## src/rtl/instr_ctrl.sv

```systemverilog
// Multi-cycle control unit for a 16-bit-instruction, 8-bit-data core with a unified byte memory.
// Optional feature: define ILLEGAL_TRAP_EN to halt with a sticky trap flag on opcodes 0xA-0xE.
module instr_ctrl (
    input  logic       clk,
    input  logic       reset_n,
    output logic [7:0] mem_addr,
    input  logic [7:0] mem_rdata,
    output logic       mem_we,
    output logic [7:0] mem_wdata,
    output logic [3:0] a1,
    output logic [3:0] a2,
    output logic [3:0] a3,
    output logic       we3,
    output logic [7:0] wd3,
    input  logic [7:0] rd1,
    input  logic [7:0] rd2,
    output logic [1:0] alu_op,
    input  logic [7:0] alu_result,
    output logic [7:0] pc,
    output logic       halted,
    output logic       trap
);

    typedef enum logic [2:0] {
        S_FETCH_HI,
        S_FETCH_LO,
        S_DECODE,
        S_EXECUTE,
        S_WRITEBACK,
        S_HALT
    } state_t;

    localparam logic [3:0] OP_NOP  = 4'h0;
    localparam logic [3:0] OP_ADD  = 4'h1;
    localparam logic [3:0] OP_SUB  = 4'h2;
    localparam logic [3:0] OP_AND  = 4'h3;
    localparam logic [3:0] OP_OR   = 4'h4;
    localparam logic [3:0] OP_LDI  = 4'h5;
    localparam logic [3:0] OP_LD   = 4'h6;
    localparam logic [3:0] OP_ST   = 4'h7;
    localparam logic [3:0] OP_BEQZ = 4'h8;
    localparam logic [3:0] OP_JMP  = 4'h9;
    localparam logic [3:0] OP_HALT = 4'hF;

    state_t      r_state;
    logic [7:0]  r_pc;
    logic [15:0] r_ir;
    logic [7:0]  r_aluout;
    logic        r_z;
    logic        r_halted;
    logic        r_we3;
    logic        r_mem_we;

    logic [3:0]  w_op;
    logic [3:0]  w_rd;
    logic [3:0]  w_rs1;
    logic [3:0]  w_rs2;
    logic [7:0]  w_imm;
    logic        w_mem_op;

    assign w_op  = r_ir[15:12];
    assign w_rd  = r_ir[11:8];
    assign w_rs1 = r_ir[7:4];
    assign w_rs2 = r_ir[3:0];
    assign w_imm = r_ir[7:0];

    // Only LD/ST in EXECUTE steer the memory port away from the program counter.
    assign w_mem_op  = (r_state == S_EXECUTE) && ((w_op == OP_LD) || (w_op == OP_ST));
    assign mem_addr  = w_mem_op ? rd1 : r_pc;
    assign mem_wdata = rd2;
    assign mem_we    = r_mem_we;

    assign a1  = w_rs1;
    assign a2  = (w_op == OP_ST) ? w_rd : w_rs2;
    assign a3  = w_rd;
    assign wd3 = r_aluout;
    assign we3 = r_we3;

    assign pc     = r_pc;
    assign halted = r_halted;

    always_comb begin
        alu_op = 2'b00;
        case (w_op)
            OP_ADD:  alu_op = 2'b00;
            OP_SUB:  alu_op = 2'b01;
            OP_AND:  alu_op = 2'b10;
            OP_OR:   alu_op = 2'b11;
            default: alu_op = 2'b00;
        endcase
    end

`ifdef ILLEGAL_TRAP_EN
    logic r_trap;
    logic w_illegal;

    assign w_illegal = (w_op >= 4'hA) && (w_op <= 4'hE);
    assign trap      = r_trap;
`else
    assign trap = 1'b0;
`endif

    always_ff @(posedge clk or negedge reset_n) begin
        if (!reset_n) begin
            r_state  <= S_FETCH_HI;
            r_pc     <= 8'h00;
            r_ir     <= 16'h0000;
            r_aluout <= 8'h00;
            r_z      <= 1'b0;
            r_halted <= 1'b0;
            r_we3    <= 1'b0;
            r_mem_we <= 1'b0;
`ifdef ILLEGAL_TRAP_EN
            r_trap   <= 1'b0;
`endif
        end else begin
            // Strobes are single-cycle: raised on entry to their state, dropped on the next edge.
            r_we3    <= 1'b0;
            r_mem_we <= 1'b0;
            case (r_state)
                S_FETCH_HI: begin
                    r_ir[15:8] <= mem_rdata;
                    r_pc       <= r_pc + 8'd1;
                    r_state    <= S_FETCH_LO;
                end
                S_FETCH_LO: begin
                    r_ir[7:0] <= mem_rdata;
                    r_pc      <= r_pc + 8'd1;
                    r_state   <= S_DECODE;
                end
                S_DECODE: begin
                    r_mem_we <= (w_op == OP_ST);
                    r_state  <= S_EXECUTE;
                end
                S_EXECUTE: begin
                    case (w_op)
                        OP_ADD, OP_SUB, OP_AND, OP_OR: begin
                            r_aluout <= alu_result;
                            r_z      <= (alu_result == 8'h00);
                            r_we3    <= 1'b1;
                            r_state  <= S_WRITEBACK;
                        end
                        OP_LDI: begin
                            r_aluout <= w_imm;
                            r_we3    <= 1'b1;
                            r_state  <= S_WRITEBACK;
                        end
                        OP_LD: begin
                            r_aluout <= mem_rdata;
                            r_we3    <= 1'b1;
                            r_state  <= S_WRITEBACK;
                        end
                        OP_BEQZ: begin
                            if (r_z) r_pc <= w_imm;
                            r_state <= S_FETCH_HI;
                        end
                        OP_JMP: begin
                            r_pc    <= w_imm;
                            r_state <= S_FETCH_HI;
                        end
                        OP_HALT: begin
                            r_halted <= 1'b1;
                            r_state  <= S_HALT;
                        end
                        OP_NOP, OP_ST: begin
                            r_state <= S_FETCH_HI;
                        end
                        default: begin
`ifdef ILLEGAL_TRAP_EN
                            if (w_illegal) begin
                                r_halted <= 1'b1;
                                r_trap   <= 1'b1;
                                r_state  <= S_HALT;
                            end else begin
                                r_state <= S_FETCH_HI;
                            end
`else
                            r_state <= S_FETCH_HI;
`endif
                        end
                    endcase
                end
                S_WRITEBACK: begin
                    r_state <= S_FETCH_HI;
                end
                S_HALT: begin
                    r_state <= S_HALT;
                end
                default: begin
                    r_state <= S_FETCH_HI;
                end
            endcase
        end
    end

endmodule

```

## config.mk

```make
export PLATFORM = sky130hd
export DESIGN_NAME = instr_ctrl
export DESIGN_NICKNAME = d
export VERILOG_FILES = /design/src/rtl/instr_ctrl.sv
export SDC_FILE = /design/constraint.sdc
export NUM_CORES = 1
export LEC_CHECK = 0
export BUFFER_PORTS_ARGS = -buffer_cell sky130_fd_sc_hd__buf_4
export CORE_MARGIN = 3
export CORE_UTILIZATION = 40
export CTS_CLUSTER_SIZE = 40
export DETAILED_ROUTE_END_ITERATION = 12
export PLACE_DENSITY = 0.69
export SYNTH_ARGS = -nofsm -noshare
export SYNTH_HDL_FRONTEND = slang
export SYNTH_SLANG_ARGS = --single-unit
```

## constraint.sdc

```tcl
create_clock -name clk -period 3.4 [get_ports clk]
set_input_delay 0.17 -clock clk [delete_from_list [all_inputs] [get_ports clk]]
set_output_delay 0.17 -clock clk [all_outputs]
set_load 0.05 [all_outputs]
```

Yosys cells after proc, flatten, opt, wreduce, memory -nomap -nowiden
Cells that the tools add are included.
{"block": "word_totals", "mem_bits_ro": 0, "reg_bits": 39, "memories": 0, "elab_cells": 51, "latch_bits": 0, "ramBits": 0, "output_inout_bits": 50}
{"block": "op_classes", "n_addsub": 1, "reduce_logical": 13, "n_bitwise": 0, "eq_ne": 16, "n_shift": 0, "n_lt_le_gt_ge": 0, "multipliers": 0, "div_mod_pow": 0, "muxes": 12}
{"cell": "$pmux 8 s2", "count": 2}
{"cell": "$pmux 8 s3", "count": 1}
{"cell": "$eq 4x3->1 const B", "count": 4}
{"cell": "$mux 8", "count": 2}
{"cell": "$pmux 3 s5", "count": 1}
{"cell": "$eq 4x4->1 const B", "count": 3}
{"cell": "$add 8x1->8 const B", "count": 1}
{"cell": "$eq 4x2->1 const B", "count": 2}
{"cell": "$logic_not 8->1", "count": 1}
{"cell": "$eq 3x2->1 const B", "count": 2}
{"cell": "$pmux 2 s3", "count": 1}
{"cell": "$pmux 3 s2", "count": 1}
{"cell": "$reduce_and 2->1", "count": 3}
{"cell": "$reduce_or 6->1", "count": 1}
{"cell": "$eq 4x1->1 const B", "count": 1}
{"cell": "$mux 4", "count": 1}
{"cell": "$reduce_or 4->1", "count": 1}
{"cell": "$eq 3x1->1 const B", "count": 1}
{"cell": "$eq 3x3->1 const B", "count": 1}
{"cell": "$logic_not 3->1", "count": 1}
{"cell": "$mux 1", "count": 3}
{"cell": "$ne 3x1->1 const B", "count": 1}
{"cell": "$ne 3x3->1 const B", "count": 1}
{"cell": "$reduce_and 3->1", "count": 1}
{"cell": "5 further kinds", "count": 5}

Logic depth before layout (Yosys ltp)
{"block": "logic_depth", "depth_word": 4, "ltp_mapped": 7}

Worst setup path after synthesis
Ideal clock, no wire load.
{"block": "synth_path", "path_kind": "flip-flop to output port", "startpoint": "register r_ir[13]", "endpoint": "output port alu_op[0]", "path_slack_ns": 1.523, "stages_incl_launch_ff": 4, "t_arrival_ns": 1.707, "cell_sequence": "dfrtp_1 buf_2 xnor2_1 nor3_1"}
{"block": "synth_via", "elab_chain_cells": 2, "word_cells_on_any_way": 4, "cone_classes": "eq/ne (3); mux (1)"}
{"item": "start, declared", "line_no": "47", "rtl": "logic [15:0] r_ir;"}
{"item": "start signal, assigned", "line_no": "122", "rtl": "r_ir[15:8] <= mem_rdata;"}
{"item": "$eq 4x3->1 or $eq 4x2->1 (tied branches)", "line_no": "84", "rtl": "case (w_op)"}
{"item": "$pmux 2 s3 (*)", "line_no": "84"}
{"item": "end, declared", "line_no": "17", "rtl": "output logic [1:0] alu_op,"}
Every way passes the cells marked *; elsewhere a longest branch is shown, timed or not.

Worst setup path after layout
{"block": "layout_path", "startpoint": "register r_state[2]", "endpoint": "output port mem_addr[3]"}
{"block": "layout_via", "elab_chain_cells": 3}
{"item": "start, declared", "line_no": "45", "rtl": "state_t r_state;"}
{"item": "start signal, assigned", "line_no": "105", "rtl": "r_state <= S_FETCH_HI;"}
{"item": "start signal, assigned", "line_no": "124", "rtl": "r_state <= S_FETCH_LO;"}
{"item": "start signal, assigned", "line_no": "129", "rtl": "r_state <= S_DECODE;"}
{"item": "$eq 3x2->1", "line_no": "68", "rtl": "assign w_mem_op = (r_state == S_EXECUTE) && ((w_op == OP_LD) || (w_op == OP_ST));"}
{"item": "$logic_and 1x1->1", "line_no": "68"}
{"item": "$mux 8", "line_no": "69", "rtl": "assign mem_addr = w_mem_op ? rd1 : r_pc;"}
{"item": "end, declared", "line_no": "6", "rtl": "output logic [7:0] mem_addr,"}
Every way passes these cells.

==> results.env <==
TIGHTESTPINTRANSITION_PS=964.5
DRT_PRE_ANTENNA_ITERS=4
PLACE.PORT_BUFFERS=66
STATUS='finished clean'
MAXIMUM_CLOCK_SKEW_AT_FINAL_LAYOUT_PS=9.347
TIMING.CRITICAL_PATH.ARRIVAL_PS=2350
SYN_AREA_PER_CELL_UM2=10.12
NUM_ANTENNA_CELLS=0
DRIVE_GT1_SHARE_PCT=41.35
DETAILROUTE.WIRELENGTH.MET3_UM=376
POSTSYNTHNETCOUNT=255
GRT_FIRST_PASS_WIRELENGTH_UM=8314
WL_PER_CELL_UM=15.96
SYNTH-EDFF-COUNT=0
SYN-CELL-AREA_UM2=2227
AVERAGE_VIA_COUNT_PER_STANDARD_CELL=5.304
CRIT_PATH_MAX_FANOUT=19
TIMING.MAX_SLEW.REL_SLACK_PCT=35.58
CLOCK_TREE.BUFFER_DEPTH=2
WORST_HOLD_PATH_TYPE='input pin to flip-flop'
HPWLAFTERDP_UM=3996
POST-ROUTE-PERIOD-UTIL_PCT=73.99
TIMING_HOLD_VIOLATIONS_FINAL=0
ANTENNA_VIOLATING_NETS_POST_ROUTE=0
VIAS_IN_THE_FIRST_GLOBAL_ROUTE=1627
PLACE.DETAILED.INSTANCES=327
BOUNDARYPINS=84
SYNTH-SEQ-AREA-SHARE_PCT=43.82
DIE_H_UM=80.62
CP-START-KIND='flip-flop'
CORE-AREA_UM2=5238
CORE.ROWCOUNT=26
FINAL_NETS=300
DIE_WIDTH_UM=80.62
DIEAREA_UM2=6499
TOTAL_AREA_OF_MULTI_INPUT_COMBINATIONAL_CELLS_UM2=1026
DETAIL_ROUTE.DRC_VIOLATIONS=0
NUMBER_OF_LEVELS_THE_H_TREE_WAS_SPLIT_INTO=2
WL_MET1_UM=2386
GP_ROUTABILITY_CONGESTION=0.8050
CRITPATHREQUIREDTIME_PS=3230
SETUP_VIOL=0
DETAILROUTE.WIRELENGTH.MET2_UM=2529
MAXSLEWVIOLCOUNT=0
SETUP_REPAIR_AFTER_GLOBAL_ROUTING_MISSED_ITS_MARGIN='false'
GLOBAL_ROUTE.OVERFLOW_TOTAL=0
INITIAL_UTILIZATION_PCT=42.52
CTS_SINKS=39
DRV.MAX_CAP_VIOLATION_COUNT=0
TRACK_USAGE_PCT=16.84
FIRST_ITER_VIOLATIONS=99
PLACE_WORST_SETUP_SLACK_PS=1196
GRT_START_MAX_NET_PINS=40
YOSYS_WARNINGS=0
YS_TYPES=41
FINALNONFILLERCELLS=336
ROOT_BUF_CELL='sky130_fd_sc_hd__clkbuf_8'
TIMING_WORST_SETUP_PATH_TYPE='flip-flop to primary output'
POSTCTSSETUPREPAIRBUFS=0
FFS_W_ASYNC_S_R_SYNTH_PCT=100.0
ROUTED_WIRELENGTH_UM=5363
ANTENNA_FOUND_INITIAL=0
TRITONCTS='built'
WORST_SETUP_HOLD_PATH_CLK_SLEW_PS=80
POSTSYNTH.TOPFLOPCELL='sky130_fd_sc_hd__dfrtp_1'
REG2REG_SETUP_SLACK_PS=1170
SORT_OF_ELEMENT_AT_THE_END_OF_THE_CRITICAL_PATH='primary output'
TIMING.SETUP.TNS_PS=0
POSTSYNTHREGISTERBITS=39
MAX_FREQ_GHz=0.3975
TOP_LAYER='met4'
DR_TOTAL_VIAS=1782
POSTLAYOUTSETUPSLACKWORST_PS=884.4
AREA_GROWTH_PCT=22.98
TRITONCTS.NUM_BUFFERS=5
SEQ_AREA_UM2=975.9
INSERTION_DELAY_PS=290
FILLCELLCOUNT=490
POST-ROUTE-MIN-PERIOD_PS=2516
SYN_INST=220
## stage by stage
step           hold slack [ps]  area [um^2]  util [%]
4_1_cts                  120.7         2739     52.29
3_5_place_dp             176.7         2611     49.86
5_1_grt                  123.6         2739     52.29
6_report                 131.9         2739     52.29
2_1_floorplan           -125.6         2227         -
3_3_place_gp             175.3         2611     49.86
## synthesized netlist by cell type, types with 3 or more instances
library cell,instances,area [um^2]
sky130_fd_sc_hd__buf_6,3,33.78
sky130_fd_sc_hd__nor2_1,8,30.03
sky130_fd_sc_hd__buf_4,17,127.6
sky130_fd_sc_hd__dfrtp_1,39,975.9
sky130_fd_sc_hd__nand3_1,5,25.02
sky130_fd_sc_hd__o21ai_0,9,45.04
sky130_fd_sc_hd__nor3_1,3,15.01
sky130_fd_sc_hd__nand2_1,23,86.33
sky130_fd_sc_hd__a21oi_1,19,95.09
sky130_fd_sc_hd__buf_2,9,45.04
sky130_fd_sc_hd__a22o_1,9,78.83
sky130_fd_sc_hd__nand2b_1,4,25.02
sky130_fd_sc_hd__inv_1,3,11.26
sky130_fd_sc_hd__mux2_2,28,315.3
sky130_fd_sc_hd__o21ai_1,8,40.04
## critical path, cell delays in order, from the launching register on
cell	delay, ps
sky130_fd_sc_hd__dfrtp_1	500
sky130_fd_sc_hd__nand3b_4	350
sky130_fd_sc_hd__nor3_2	600
sky130_fd_sc_hd__mux2_2	410
sky130_fd_sc_hd__buf_4	190
## worst paths after layout
path | start | endpoint | depth (start not counted)
min in group asynchronous | reset_n | wd3[6] | 2
worst max register to register | r_ir[14] | pc[4] | 4
max in group asynchronous | reset_n | halted | 2
worst min register to register | wd3[4] | wd3[4] | 2
worst min-delay path | mem_rdata[1] | r_ir[1] | 2
worst max-delay path | r_state[2] | mem_addr[3] | 4
## cell type report
type | instances | share of cell area (%)
inverters | 3 | 0.4111
clock inverters | 2 | 1.279
well taps | 70 | 3.198
multi-input cells | 147 | 37.46
repair buffers | 69 | 19.00
flip-flops and latches | 39 | 35.63
clock buffers | 6 | 3.015
## timing repair
action | 4_1_cts | 5_1_grt
endpoints found under the hold margin | 39 | 0
hold buffers | 1 | 0
gates resized for setup | 0 | 0
## layer usage
layer  global-route usage (%)  up-vias
li1                         -      861
met1                    23.27      853
met2                    25.25       58
met3                    4.821       10
met4                    5.574        0
met5                        0        -
## logic make-up after synthesis
logic type | share of synthesized area, %
AOI/OAI and AO/OA | 14.89
xor gates and xnor gates | 0.3933
adders and majority gates | 0.5617
buffers and inverters | 10.11
DFF | 43.82
muxes | 14.61
other | 0.1684
and+or+nand+nor | 15.45
## cell usage in the layout, fill, tap and decap left out, types with 2 or more instances in the layout
master / count
sky130_fd_sc_hd__nor4bb_1: 2
sky130_fd_sc_hd__inv_1: 3
sky130_fd_sc_hd__nor4_1: 2
sky130_fd_sc_hd__dfrtp_1: 39
sky130_fd_sc_hd__nand2b_1: 4
sky130_fd_sc_hd__o21ai_0: 9
sky130_fd_sc_hd__nor2_1: 8
sky130_fd_sc_hd__buf_4: 68
sky130_fd_sc_hd__nor3_2: 2
sky130_fd_sc_hd__o21ai_1: 8
sky130_fd_sc_hd__a21oi_1: 19
sky130_fd_sc_hd__nand3_1: 5
sky130_fd_sc_hd__and3_1: 2
sky130_fd_sc_hd__nand4_1: 2
sky130_fd_sc_hd__clkbuf_8: 6
sky130_fd_sc_hd__nor3_1: 3
sky130_fd_sc_hd__a22o_1: 9
sky130_fd_sc_hd__nand2_1: 23
sky130_fd_sc_hd__o22ai_1: 2
sky130_fd_sc_hd__mux2_2: 28
## registers in the layout, summed over array words and instances (netlist names)
register and flops:
halted 1, r_state 3, we3 1, r_ir 16, r_z 1, mem_we 1, pc 8, wd3 8
Power is left out: the tool's default activity adds up to more than one toggle a clock period on the data nets, which glitch-free logic cannot reach.
